**src/rtl/ps2_key_decoder.sv**
```systemverilog
// PS/2 keyboard receiver turning scan codes into active-low held-key levels.
// Optional: define PS2_GLITCH_FILTER_EN to debounce key_clk over FILTER_LEN cycles.
// Ports: clk, rst_n (async, active low); key_clk/key_data (PS/2 pins, async)
//   right_n/left_n/rotate_n/speed_n : low while the mapped key is held
//   scan_code/scan_ext/scan_brk     : last non-prefix byte and its prefixes
//   scan_valid                      : one-cycle pulse on scan_* update
//   frame_err                       : one-cycle pulse on parity/stop/timeout error
module ps2_key_decoder #(
  parameter int TIMEOUT_CYCLES = 25000,
  parameter int FILTER_LEN     = 8
) (
  input  logic       clk,
  input  logic       rst_n,
  input  logic       key_clk,
  input  logic       key_data,
  output logic       right_n,
  output logic       left_n,
  output logic       rotate_n,
  output logic       speed_n,
  output logic [7:0] scan_code,
  output logic       scan_ext,
  output logic       scan_brk,
  output logic       scan_valid,
  output logic       frame_err
);

  localparam int TW = $clog2(TIMEOUT_CYCLES + 1);

  if (FILTER_LEN < 2) begin : g_chk_filter
    $error("FILTER_LEN must be at least 2");
  end
  if (TIMEOUT_CYCLES < 2) begin : g_chk_timeout
    $error("TIMEOUT_CYCLES must be at least 2");
  end

  typedef enum logic [1:0] {
    S_IDLE,
    S_DATA,
    S_PARITY,
    S_STOP
  } state_t;

  logic          r_kclk_s1, r_kclk_s2;
  logic          r_kdat_s1, r_kdat_s2;
  logic          r_kclk_prev;
  logic          w_kclk_lvl;
  logic          w_fall;

  state_t        r_state, w_state_nx;
  logic [7:0]    r_shift;
  logic [2:0]    r_bitcnt;
  logic          r_par;
  logic [TW-1:0] r_to_cnt;
  logic          w_byte_ok, w_byte_bad, w_timeout;
  logic          r_byte_vld;
  logic          r_frame_err;

  logic          r_ext, r_brk;
  logic [7:0]    r_scan_code;
  logic          r_scan_ext, r_scan_brk, r_scan_valid;
  logic          r_right_n, r_left_n, r_rotate_n, r_speed_n;
  logic          w_is_e0, w_is_f0;
  logic          w_hit_right, w_hit_left, w_hit_rot, w_hit_spd;

  // Idle bus is high, so sync flops reset high to avoid a fake edge.
  always_ff @(posedge clk or negedge rst_n) begin
    if (!rst_n) begin
      r_kclk_s1 <= 1'b1;
      r_kclk_s2 <= 1'b1;
      r_kdat_s1 <= 1'b1;
      r_kdat_s2 <= 1'b1;
    end else begin
      r_kclk_s1 <= key_clk;
      r_kclk_s2 <= r_kclk_s1;
      r_kdat_s1 <= key_data;
      r_kdat_s2 <= r_kdat_s1;
    end
  end

`ifdef PS2_GLITCH_FILTER_EN
  localparam int FW = $clog2(FILTER_LEN + 1);
  logic [FW-1:0] r_flt_cnt;
  logic          r_flt_lvl;

  // Level flips only after FILTER_LEN consecutive disagreeing samples.
  always_ff @(posedge clk or negedge rst_n) begin
    if (!rst_n) begin
      r_flt_cnt <= '0;
      r_flt_lvl <= 1'b1;
    end else if (r_kclk_s2 == r_flt_lvl) begin
      r_flt_cnt <= '0;
    end else if (r_flt_cnt == FW'(FILTER_LEN - 1)) begin
      r_flt_cnt <= '0;
      r_flt_lvl <= r_kclk_s2;
    end else begin
      r_flt_cnt <= r_flt_cnt + 1'b1;
    end
  end

  assign w_kclk_lvl = r_flt_lvl;
`else
  assign w_kclk_lvl = r_kclk_s2;
`endif

  assign w_fall = r_kclk_prev & ~w_kclk_lvl;

  always_comb begin
    w_state_nx = r_state;
    w_byte_ok  = 1'b0;
    w_byte_bad = 1'b0;
    w_timeout  = 1'b0;
    if (r_state != S_IDLE && !w_fall &&
        r_to_cnt == TW'(TIMEOUT_CYCLES - 1)) begin
      w_timeout  = 1'b1;
      w_state_nx = S_IDLE;
    end else if (w_fall) begin
      unique case (r_state)
        S_IDLE:   if (!r_kdat_s2) w_state_nx = S_DATA;
        S_DATA:   if (r_bitcnt == 3'd7) w_state_nx = S_PARITY;
        S_PARITY: w_state_nx = S_STOP;
        S_STOP: begin
          w_state_nx = S_IDLE;
          if (r_kdat_s2 && (^{r_shift, r_par})) w_byte_ok = 1'b1;
          else w_byte_bad = 1'b1;
        end
        default:  w_state_nx = S_IDLE;
      endcase
    end
  end

  always_ff @(posedge clk or negedge rst_n) begin
    if (!rst_n) begin
      r_state     <= S_IDLE;
      r_kclk_prev <= 1'b1;
      r_shift     <= '0;
      r_bitcnt    <= '0;
      r_par       <= 1'b0;
      r_to_cnt    <= '0;
      r_byte_vld  <= 1'b0;
      r_frame_err <= 1'b0;
    end else begin
      r_state     <= w_state_nx;
      r_kclk_prev <= w_kclk_lvl;
      r_byte_vld  <= w_byte_ok;
      r_frame_err <= w_byte_bad | w_timeout;
      if (w_fall || w_timeout || r_state == S_IDLE) r_to_cnt <= '0;
      else r_to_cnt <= r_to_cnt + 1'b1;
      if (w_fall) begin
        if (r_state == S_IDLE) r_bitcnt <= '0;
        if (r_state == S_DATA) begin
          r_shift  <= {r_kdat_s2, r_shift[7:1]};
          r_bitcnt <= r_bitcnt + 3'd1;
        end
        if (r_state == S_PARITY) r_par <= r_kdat_s2;
      end
    end
  end

  // r_shift holds the finished byte until the next frame starts shifting.
  assign w_is_e0     = (r_shift == 8'hE0);
  assign w_is_f0     = (r_shift == 8'hF0);
  assign w_hit_right = r_ext ? (r_shift == 8'h74) : (r_shift == 8'h23);
  assign w_hit_left  = r_ext ? (r_shift == 8'h6B) : (r_shift == 8'h1C);
  assign w_hit_rot   = r_ext ? (r_shift == 8'h75) : (r_shift == 8'h1D);
  assign w_hit_spd   = r_ext ? (r_shift == 8'h72) : (r_shift == 8'h1B);

  always_ff @(posedge clk or negedge rst_n) begin
    if (!rst_n) begin
      r_ext        <= 1'b0;
      r_brk        <= 1'b0;
      r_scan_code  <= 8'h00;
      r_scan_ext   <= 1'b0;
      r_scan_brk   <= 1'b0;
      r_scan_valid <= 1'b0;
      r_right_n    <= 1'b1;
      r_left_n     <= 1'b1;
      r_rotate_n   <= 1'b1;
      r_speed_n    <= 1'b1;
    end else begin
      r_scan_valid <= 1'b0;
      if (w_byte_bad || w_timeout) begin
        r_ext <= 1'b0;
        r_brk <= 1'b0;
      end else if (r_byte_vld) begin
        unique case (1'b1)
          w_is_e0: r_ext <= 1'b1;
          w_is_f0: r_brk <= 1'b1;
          default: begin
            r_scan_code  <= r_shift;
            r_scan_ext   <= r_ext;
            r_scan_brk   <= r_brk;
            r_scan_valid <= 1'b1;
            r_ext        <= 1'b0;
            r_brk        <= 1'b0;
            // Make drives low, break releases.
            if (w_hit_right) r_right_n  <= r_brk;
            if (w_hit_left)  r_left_n   <= r_brk;
            if (w_hit_rot)   r_rotate_n <= r_brk;
            if (w_hit_spd)   r_speed_n  <= r_brk;
          end
        endcase
      end
    end
  end

  assign right_n    = r_right_n;
  assign left_n     = r_left_n;
  assign rotate_n   = r_rotate_n;
  assign speed_n    = r_speed_n;
  assign scan_code  = r_scan_code;
  assign scan_ext   = r_scan_ext;
  assign scan_brk   = r_scan_brk;
  assign scan_valid = r_scan_valid;
  assign frame_err  = r_frame_err;

endmodule

```
**config.mk**
```make
export PLATFORM = sky130hd
export DESIGN_NAME = ps2_key_decoder
export DESIGN_NICKNAME = d
export VERILOG_FILES = /design/src/rtl/ps2_key_decoder.sv
export SDC_FILE = /design/constraint.sdc
export NUM_CORES = 1
export LEC_CHECK = 0
export ABC_CLOCK_PERIOD_IN_PS = 5600
export BUFFER_PORTS_ARGS = -buffer_cell sky130_fd_sc_hd__buf_4
export CORE_MARGIN = 4
export CORE_UTILIZATION = 63
export DETAILED_ROUTE_END_ITERATION = 8
export PLACE_DENSITY = 0.83
export REMOVE_ABC_BUFFERS = 1
export SLEW_MARGIN = 20
export SYNTH_ARGS = -nofsm -noshare
export SYNTH_HDL_FRONTEND = slang
export SYNTH_SLANG_ARGS = --single-unit
```
**constraint.sdc**
```tcl
create_clock -name clk -period 5.6 [get_ports clk]
set_input_delay 0.56 -clock clk [delete_from_list [all_inputs] [get_ports clk]]
set_output_delay 0.56 -clock clk [all_outputs]
set_load 0.02 [all_outputs]
```
[Word level (Yosys, flattened, before mapping)]
Cells that the tools add are included.
Widths: inputs -> output; s select.
Word-level totals
  flip-flop bits (word level): 53
  input port bits: 4
Operators by class
  $add $sub $neg: 2
  equality and inequality tests: 19
  multiplexer cells: 30
  bitwise logic cells: 5
  reductions and logical operators: 25
Operator list (number)
  $eq 8x7->1 const B: 4
  $eq 8x5->1 const B: 3
  $mux 1: 20
  $eq 8x8->1 const B: 2
  $reduce_and 4->1: 4
  $add 15x1->15 const B: 1
  $eq 15x15->1 const B: 1
  $mux 15: 1
  $reduce_and 2->1: 5
  $reduce_xor 9->1: 1
  $eq 8x6->1 const B: 1
  $mux 2: 4
  $pmux 2 s4: 1
  $reduce_bool 2->1: 4
  $mux 3: 2
  $ne 3x3->1 const B: 2
  $reduce_and 3->1: 2
  $eq 2x2->1 const B: 2
  $ne 2x1->1 const B: 2
  $pmux 1 s2: 2
  $add 3x1->3 const B: 1
  $eq 3x3->1 const B: 1
  $logic_and 1x1->1: 3
  $logic_or 1x1->1: 3
  7 further kinds: 9

[Logic depth before layout (Yosys ltp)]
Gate-level depths: netlist (run 1).
  depth in word-level cells: 9
  gate-level depth with buffers: 8
  depth with buffers taken out: 7

[Least setup slack after synthesis (run 1)]
Ideal clock, no wire load.
  kind: register to register
  from: register r_shift[3]
  to: register r_scan_code[0] (netlist: scan_code[0])
  library setup time: 125 ps
  arrival time: 2058 ps
  data required time: 5475 ps
  slack: 3417 ps
  cell stages (with the launch flop): 9
  buffers on the path: 2
  cell sequence: dfrtp_1 > buf_6 > xnor2_1 > xnor3_1 > xnor2_1 > a21oi_2 > nor3b_2 > buf_6 > mux2_4
On the way
  longest elaborated chain between the ends: 9
RTL lines
  from (decl): RTL line 50  | logic [7:0] r_shift;
  from (signal assigned): RTL line 151  | r_shift <= {r_kdat_s2, r_shift[7:1]};
  $reduce_xor 9->1: RTL line 123  | if (r_kdat_s2 && (^{r_shift, r_par})) w_byte_ok = 1'b1;
  $logic_and 1x1->1: RTL line 123
  $mux 1: RTL line 123
  $mux 1: RTL line 117  | unique case (r_state)
  $mux 1: RTL line 116  | end else if (w_fall) begin
  $mux 1: RTL line 112  | if (r_state != S_IDLE && !w_fall &&
  $logic_or 1x1->1: RTL line 181  | if (w_byte_bad || w_timeout) begin
  $not 1->1 (no source line)
  $reduce_and 3->1 (no source line) *
  to (signal assigned): RTL line 189  | r_scan_code <= r_shift;
  to (decl): RTL line 59  | logic [7:0] r_scan_code;
Mark *: on every way between the ends. The rest lies on a longest branch, timed or not.
A chain may end at the register's enable or synchronous reset.

[Final worst setup path (run 1)]
  from: register r_shift[3]
  to: register r_scan_brk (netlist: scan_brk)
On the way
  longest elaborated chain between the ends: 9
RTL lines
  $reduce_xor 9->1: RTL line 123
  $logic_and 1x1->1: RTL line 123
  $mux 1: RTL line 123
  $mux 1: RTL line 117
  $mux 1: RTL line 116
  $mux 1: RTL line 112
  $logic_or 1x1->1: RTL line 181
  $not 1->1 (no source line)
  $reduce_and 3->1 (no source line) *
  to (signal assigned): RTL line 191  | r_scan_brk <= r_brk;
  to (decl): RTL line 60  | logic r_scan_ext, r_scan_brk, r_scan_valid;
Marks and branches as above.

==> summary.json, run 1 <==
{
  "outcome": {
    "status": "completed"
  },
  "power": {
    "worst_ir_drop_vdd_v": 0.0002813,
    "netSwitchingPower_uw": 364.7,
    "powerDensity_nw_per_um2": 387.3,
    "p_comb_share_pct": 31.0,
    "power_frac_seq_pct": 50.0,
    "p_leak_uw": 0.001247,
    "sw_frac_of_total_pct": 34.30,
    "total_chip_power_uw": 1063,
    "clock_power_share_pct": 19.1,
    "internal-power_uw": 698.4
  },
  "yosys": {
    "synth_area_um2": 2500,
    "synth_edf_count": 0,
    "synth_compound_gate_area_share_pct": 4.805,
    "postSynthCellCount": 210,
    "synthDominantCellAreaShare_pct": 44.04,
    "synth_seq_cells": 53,
    "yosys_warnings": 0,
    "yosys-mux-area-fraction_pct": 11.26,
    "postSynth.asyncResetShare_pct": 100.0,
    "sequential_area_share_after_synthesis_pct": 53.50,
    "post_synth_xor_area_fraction_pct": 7.908,
    "synthSimpleGateAreaFrac_pct": 16.17,
    "synth_cell_types": 41,
    "synth_flop_cell": "dfrtp_1",
    "average_size_of_a_mapped_cell_um2": 11.90,
    "synth_top_family_by_area": "simple AND/OR/NAND/NOR gates",
    "synth_fa_ha_area_share_pct": 4.004,
    "synth_top_area_cell": "dfrtp_1",
    "netlist_top_cells_area": "dfrtp_1 44%, dfstp_2 9.5%, mux2_4 5.4%"
  },
  "floorplan": {
    "rows": 22,
    "floorplan.die.width_um": 70.99,
    "ports": 20,
    "die-area_um2": 5040,
    "initial_utilization_pct": 66.78,
    "core_region_area_um2": 3744,
    "die_height_um": 70.99
  },
  "timing": {
    "slew_at_the_pin_closest_to_its_max_slew_limit_ps": 717.6,
    "slew_headroom_pct": 52.11,
    "max_freq_mhz": 372.0,
    "setup_repair_after_global_routing_missed_its_margin": "false",
    "finalSetupTns_ps": 0,
    "timing.clock.skew_ps": 7.788,
    "setup_violations": 0,
    "hold_viol_final": 0,
    "maxSlewViolCount": 0,
    "final_period_minus_worst_setup_slack_ps": 2688,
    "layout_setup_ws_ps": 2912,
    "period_share_pct": 48.01
  },
  "cts": {
    "ctsResizeCount": 0,
    "clock_tree.buffer_depth": 2,
    "cts_buffers": 5,
    "cts-hold-fix-buffers": 0,
    "clk-insertion-delay-late_ps": 300,
    "cts_setup_buffers": 0,
    "clk_transition_reported_paths_ps": 90,
    "cts_tree": "built",
    "cell_chosen_for_the_clock_root": "clkbuf_8",
    "cts_htree_levels": 2,
    "clock_sink_count": 53
  },
  "routing": {
    "drc": 0,
    "ant_nets": 0,
    "detailedRoute.firstPassIterationCount": 4,
    "vias": 1624,
    "routed_wire_length_um": 4457,
    "routed_wire_length_per_instance_um": 16.03,
    "initialDrtViolationCount": 141,
    "via_per_inst": 5.842
  },
  "layout": {
    "post_route_cells_drive_above_1_share_pct": 23.91,
    "area_delta_synth_final_pct": 9.810,
    "finalNetCount": 241,
    "antenna_cells": 0,
    "fillCellCount": 275
  },
  "placement": {
    "place_ws_ps": 2744,
    "numPortBuffers": 19,
    "place.gp.congestion": 0.8870,
    "place_hpwl_um": 3242
  },
  "job": {
    "max_cap_violations": 0
  },
  "worst_setup_path": {
    "crit_top_cell": "xnor2_1",
    "rr_startpoint": "r_shift[3]",
    "required_ps": 5790,
    "timing.critical_path.arrival_ps": 2880,
    "crit_chain": "xnor2_1, xnor3_1, xnor2_1, a21oi_2, nor3b_4, mux2_1",
    "crit_path_top_delay_cell": "nor3b_4",
    "kind_of_end_point_of_the_critical_path": "flip-flop",
    "timing_worst_setup_path_type": "reg -> reg",
    "setup.reg_to_reg.worst_slack_ps": 2910,
    "critical-path-max-stage-delay_ps": 630,
    "cell_depth_of_the_worst_flop_to_flop_path": 6,
    "setup.worst_path.start_class": "flip-flop",
    "timing.critical_path.fanout_max": 11,
    "critical_path.reg2reg.endpoint": "scan_brk",
    "critical_path_start": "r_shift[3]",
    "endpoint": "scan_brk"
  },
  "worst_hold_path": {
    "holdCritPathClass": "in -> async"
  },
  "grt": {
    "first_global_vias": 1683,
    "gr-usage-all-layers_pct": 19.62,
    "largest_net_degree_at_the_start_of_global_routing": 54,
    "grt_antenna_before_repair": 0,
    "global_route_wire_length_before_repair_um": 7852,
    "total_congestion_overflow": 0
  }
}
==> logic make-up after synthesis <==
family                     Yosys count
AOI/OAI and AO/OA                   17
xor gates and xnor gates            21
adders and majority gates            8
buffers and inverters               11
DFF                                 53
muxes                               22
and+or+nand+nor                     78
==> state kept, by name (all words and copies together) (netlist names), 2 cells and up <==
signal and flops:
r_state 2, r_to_cnt 15, r_bitcnt 3, r_shift 8, scan_code 8
==> worst max-delay path, delay by kind of cell (launching register included) <==
kind                      cells  cell delay (ps)
and+or+nand+nor               1              630
AOI/OAI and AO/OA             1              170
DFF                           1              480
muxes                         1              390
xor gates and xnor gates      3              920
==> layout by cell type (no fill, tap or decap), types with 2 or more instances in the layout <==
cell type,count
nor3_1,5
o21ai_0,5
nand4_1,2
mux2_1,5
inv_1,4
nor4_1,3
a32o_1,3
and3_1,3
xnor2_1,10
ha_1,8
clkbuf_8,5
buf_4,19
nor2b_1,2
mux2_2,8
a21oi_1,3
dfrtp_1,44
clkbuf_1,3
mux2_4,9
nand2_1,20
dfstp_2,9
nand3_1,9
nand2b_1,2
xor2_1,10
nand3b_1,2
nor2_1,20
nor4bb_1,2
==> power by group through the flow <==
| stage | clock network, uW | registers, uW | logic [uW] |
|---|---|---|---|
| 2_1_floorplan | 0 | 528 | 239 |
| 3_3_place_gp | 0 | 529 | 306 |
| 3_5_place_dp | 0 | 537 | 324 |
| 4_1_cts | 206 | 531 | 326 |
| 5_1_grt | 224 | 544 | 360 |
| 6_report | 203 | 531 | 329 |
==> Yosys cell counts (2+ instances only) <==
master and instances:
nor3_1 5, mux2_2 8, nor2b_1 2, nand3_1 9, buf_2 2, and3_1 3
xor2_1 10, mux2_4 9, buf_6 2, nand4_1 2, a21oi_1 3, a32o_1 3
dfrtp_1 44, nor4bb_1 2, o21ai_0 5, nor2_1 20, xnor2_1 10, clkbuf_1 3
nor4_1 3, ha_1 8, nand2_1 20, inv_1 4, mux2_1 5, dfstp_2 9
nand2b_1 2, nand3b_1 2
==> worst min-delay path by stage <==
stage,startpoint,to,slack [ps],cells past startpoint
2_1_floorplan,rst_n,frame_err,260,0
3_3_place_gp,r_kclk_s1,r_kclk_s2,350,0
3_5_place_dp,r_kclk_s1,r_kclk_s2,350,0
4_1_cts,rst_n,r_shift[4],300,1
5_1_grt,rst_n,r_shift[4],340,1
6_report,rst_n,r_shift[4],280,1
==> metal layers <==
layer	track usage [%]	share of wire, %
met1	26.10	44
met2	32.34	49
met3	4.261	4.9
met4	6.054	1.7
met5	0	0
==> area by class of cell <==
type / instances / area [um2] / area share (%)
inverter: 4 / 15.01 / 0.5469
multi-input combinational: 146 / 1110 / 40.43
sequential: 53 / 1338 / 48.72
timing repair buffer: 19 / 142.6 / 5.196
tap: 48 / 60.06 / 2.188
clock buffer: 8 / 80.08 / 2.917
==> stage by stage <==
stage	instance area, um2	util (%)	std cells	hold slack (ps)
2_1_floorplan	2456	-	203	264.4
3_3_place_gp	2659	71.02	270	346.4
3_5_place_dp	2659	71.02	270	347.9
4_1_cts	2739	73.16	278	301.6
5_1_grt	2745	73.33	278	335.8
6_report	2745	73.33	278	284.0
Note: power is estimated with default switching activity, not from simulation.
==> run 2, diff against run 1 <==
ABC_CLOCK_PERIOD_IN_PS = 2330   (was 5600)
CORE_UTILIZATION = 53   (was 63)
PLACE_DENSITY = 0.75   (was 0.83)
clock period = 2.33 ns   (was 5.6 ns; I/O delays follow)
==> run 2 against run 1 <==
Against the previous run:
- non-clock buffer count rose by 13
- critical endpoint unchanged
- first-iteration DRC count down 39%
- hold slack worse by 260 ps
- critical path depth increased by 1
- cell area increased by 5.9%
- flip-flop and latch count unchanged
- sequential power up 130%
==> summary.json, run 2 (synthesis results as in run 1) <==
{
  "layout": {
    "area_delta_synth_final_pct": 16.27,
    "postLayoutCoreUtil_pct": 64.96,
    "final_cell_count_no_fill": 295,
    "layout.cells.most_common_list": "44 x dfrtp_1, 29 x buf_4, 20 x nor2_1, 20 x nand2_1, 10 x xor2_1",
    "finalNetCount": 254,
    "antenna_cells": 0,
    "mostFrequentLayoutCell": "dfrtp_1",
    "post_route_cells_drive_above_1_share_pct": 28.81,
    "largest_reg_flops": 15,
    "fillCellCount": 346,
    "layout.cell_area.non_filler_um2": 2907,
    "registers.top_by_ff_count": "r_to_cnt"
  },
  "timing": {
    "hold_viol_final": 0,
    "maxSlewViolCount": 0,
    "slew_at_the_pin_closest_to_its_max_slew_limit_ps": 638.9,
    "layout_setup_ws_ps": 88.07,
    "slew_headroom_pct": 57.41,
    "final_period_minus_worst_setup_slack_ps": 2242,
    "period_share_pct": 96.22,
    "fin_worst_hold_slack_ps": 20.50,
    "setup_violations": 0,
    "timing.clock.skew_ps": 9.823,
    "max_freq_mhz": 446.0
  },
  "placement": {
    "numPortBuffers": 19,
    "place_ws_ps": 76.73,
    "place_hpwl_um": 2825,
    "placement.cell_area_um2": 2759,
    "place.gp.congestion": 0.8123,
    "dp_cells": 285
  },
  "worst_setup_path": {
    "kind_of_end_point_of_the_critical_path": "flip-flop",
    "setup.worst_path.start_class": "flip-flop",
    "timing.critical_path.arrival_ps": 2440,
    "cell_depth_of_the_worst_flop_to_flop_path": 7,
    "rr_startpoint": "r_shift[2]",
    "required_ps": 2530,
    "timing.critical_path.fanout_max": 11,
    "critical_path.reg2reg.endpoint": "scan_brk",
    "timing_worst_setup_path_type": "reg -> reg",
    "setup.reg_to_reg.worst_slack_ps": 90
  },
  "routing": {
    "vias": 1604,
    "initialDrtViolationCount": 86,
    "drc": 0,
    "ant_nets": 0,
    "via_per_inst": 5.437,
    "routed_wire_length_per_instance_um": 14.20,
    "routed_wire_length_um": 4190,
    "detailedRoute.firstPassIterationCount": 4
  },
  "worst_hold_path": {
    "min_to": "r_kclk_s1",
    "holdCritPathClass": "in -> reg",
    "min_from": "key_clk",
    "hold_depth": 1
  },
  "grt": {
    "grt_use_met3_pct": 5.035,
    "total_congestion_overflow": 0,
    "gr-usage-all-layers_pct": 15.83,
    "gr-usage-met1_pct": 22.10,
    "grt_antenna_before_repair": 0,
    "largest_net_degree_at_the_start_of_global_routing": 54,
    "grt_busiest_layer": "met2",
    "first_global_vias": 1554,
    "global_route_wire_length_before_repair_um": 7548,
    "gr-usage-met2_pct": 23.26
  },
  "floorplan": {
    "initial_utilization_pct": 55.87,
    "core_region_area_um2": 4474,
    "floorplan.die.width_um": 76.68,
    "die-area_um2": 5880,
    "die_height_um": 76.68,
    "rows": 24,
    "ports": 20
  },
  "power": {
    "powerDensity_nw_per_um2": 982.1,
    "p_comb_share_pct": 35.2,
    "netSwitchingPower_uw": 933.3,
    "sw_frac_of_total_pct": 32.69,
    "p_leak_uw": 0.001342,
    "power_frac_seq_pct": 42.0,
    "internal-power_uw": 1921,
    "clock_power_share_pct": 22.8,
    "worst_ir_drop_vdd_v": 0.0005135
  },
  "cts": {
    "cts_setup_buffers": 0,
    "clock_sink_count": 53,
    "cts_buffers": 5,
    "cts_tree": "built",
    "cell_chosen_for_the_clock_root": "clkbuf_8",
    "clk_transition_reported_paths_ps": 90,
    "cts_htree_levels": 2,
    "clk-insertion-delay-late_ps": 310,
    "clock_tree.buffer_depth": 2
  },
  "job": {
    "max_cap_violations": 0
  },
  "outcome": {
    "status": "completed"
  }
}
## run 2: changes by cell type in the layout (fill, tap and decap cells not counted), sizes merged
cell / change
buf: +11
bufinv: +1
clkbuf: -2
clkinvlp: +1
dlygate4sd3: +2
## run 2: worst max path at each step
stage / startpoint / endpoint / slack [ps] / cells past startpoint
floorplan: r_shift[3] / scan_brk / -220 / 6
global placement: r_shift[2] / scan_brk / 130 / 7
detailed placement: r_shift[2] / scan_brk / 80 / 7
CTS: r_shift[2] / scan_brk / 50 / 7
global route: r_shift[2] / scan_brk / -10 / 7
finish: r_shift[2] / scan_brk / 90 / 7
## run 2: area by class of cell
| cell class | count | area [um2] | area share, % |
|---|---|---|---|
| clock inverters | 2 | 37.54 | 1.291 |
| well taps | 52 | 65.06 | 2.238 |
| inverters | 4 | 15.01 | 0.5166 |
| repair buffers | 32 | 257.7 | 8.868 |
| multi-input cells | 146 | 1111 | 38.23 |
| flip-flops and latches | 53 | 1338 | 46.02 |
| clock buffers | 6 | 82.58 | 2.841 |
## run 2: metrics by stage
step | power, uW | TNS (ps)
final | 2855 | 0
after global placement | 2130 | 0
after detailed placement | 2148 | 0
after CTS | 2818 | 0
after global routing | 3041 | -9.639
after floorplan | 1845 | -1912
## run 2: critical path, cell delays in order, from the launching register on
cell	delay [ps]
dfrtp_1	400
xnor2_1	170
xnor3_1	460
xnor2_2	240
a21oi_2	130
nor3b_2	240
buf_12	180
mux2_1	320
## run 2: what timing repair did
| action | 4_1_cts | 5_1_grt |
|---|---|---|
| endpoints found under the hold margin | 44 | 1 |
| setup endpoints to repair | 0 | 12 |
| hold buffers | 1 | 1 |
| resized for setup | 0 | 1 |
## run 2: power groups by stage
stage / logic (uW) / clock network (uW) / registers [uW]
detailed placement: 930 / 0 / 1220
finish: 1000 / 651 / 1200
global route: 1100 / 713 / 1220
floorplan: 575 / 0 / 1270
CTS: 942 / 676 / 1200
global placement: 918 / 0 / 1210
## run 2: per-layer routing
| layer | up-vias | part of all wire [%] |
|---|---|---|
| met5 | - | 0 |
| met4 | 0 | 0.91 |
| met3 | 5 | 4.2 |
| met2 | 27 | 45 |
| met1 | 775 | 50 |
| li1 | 797 | - |
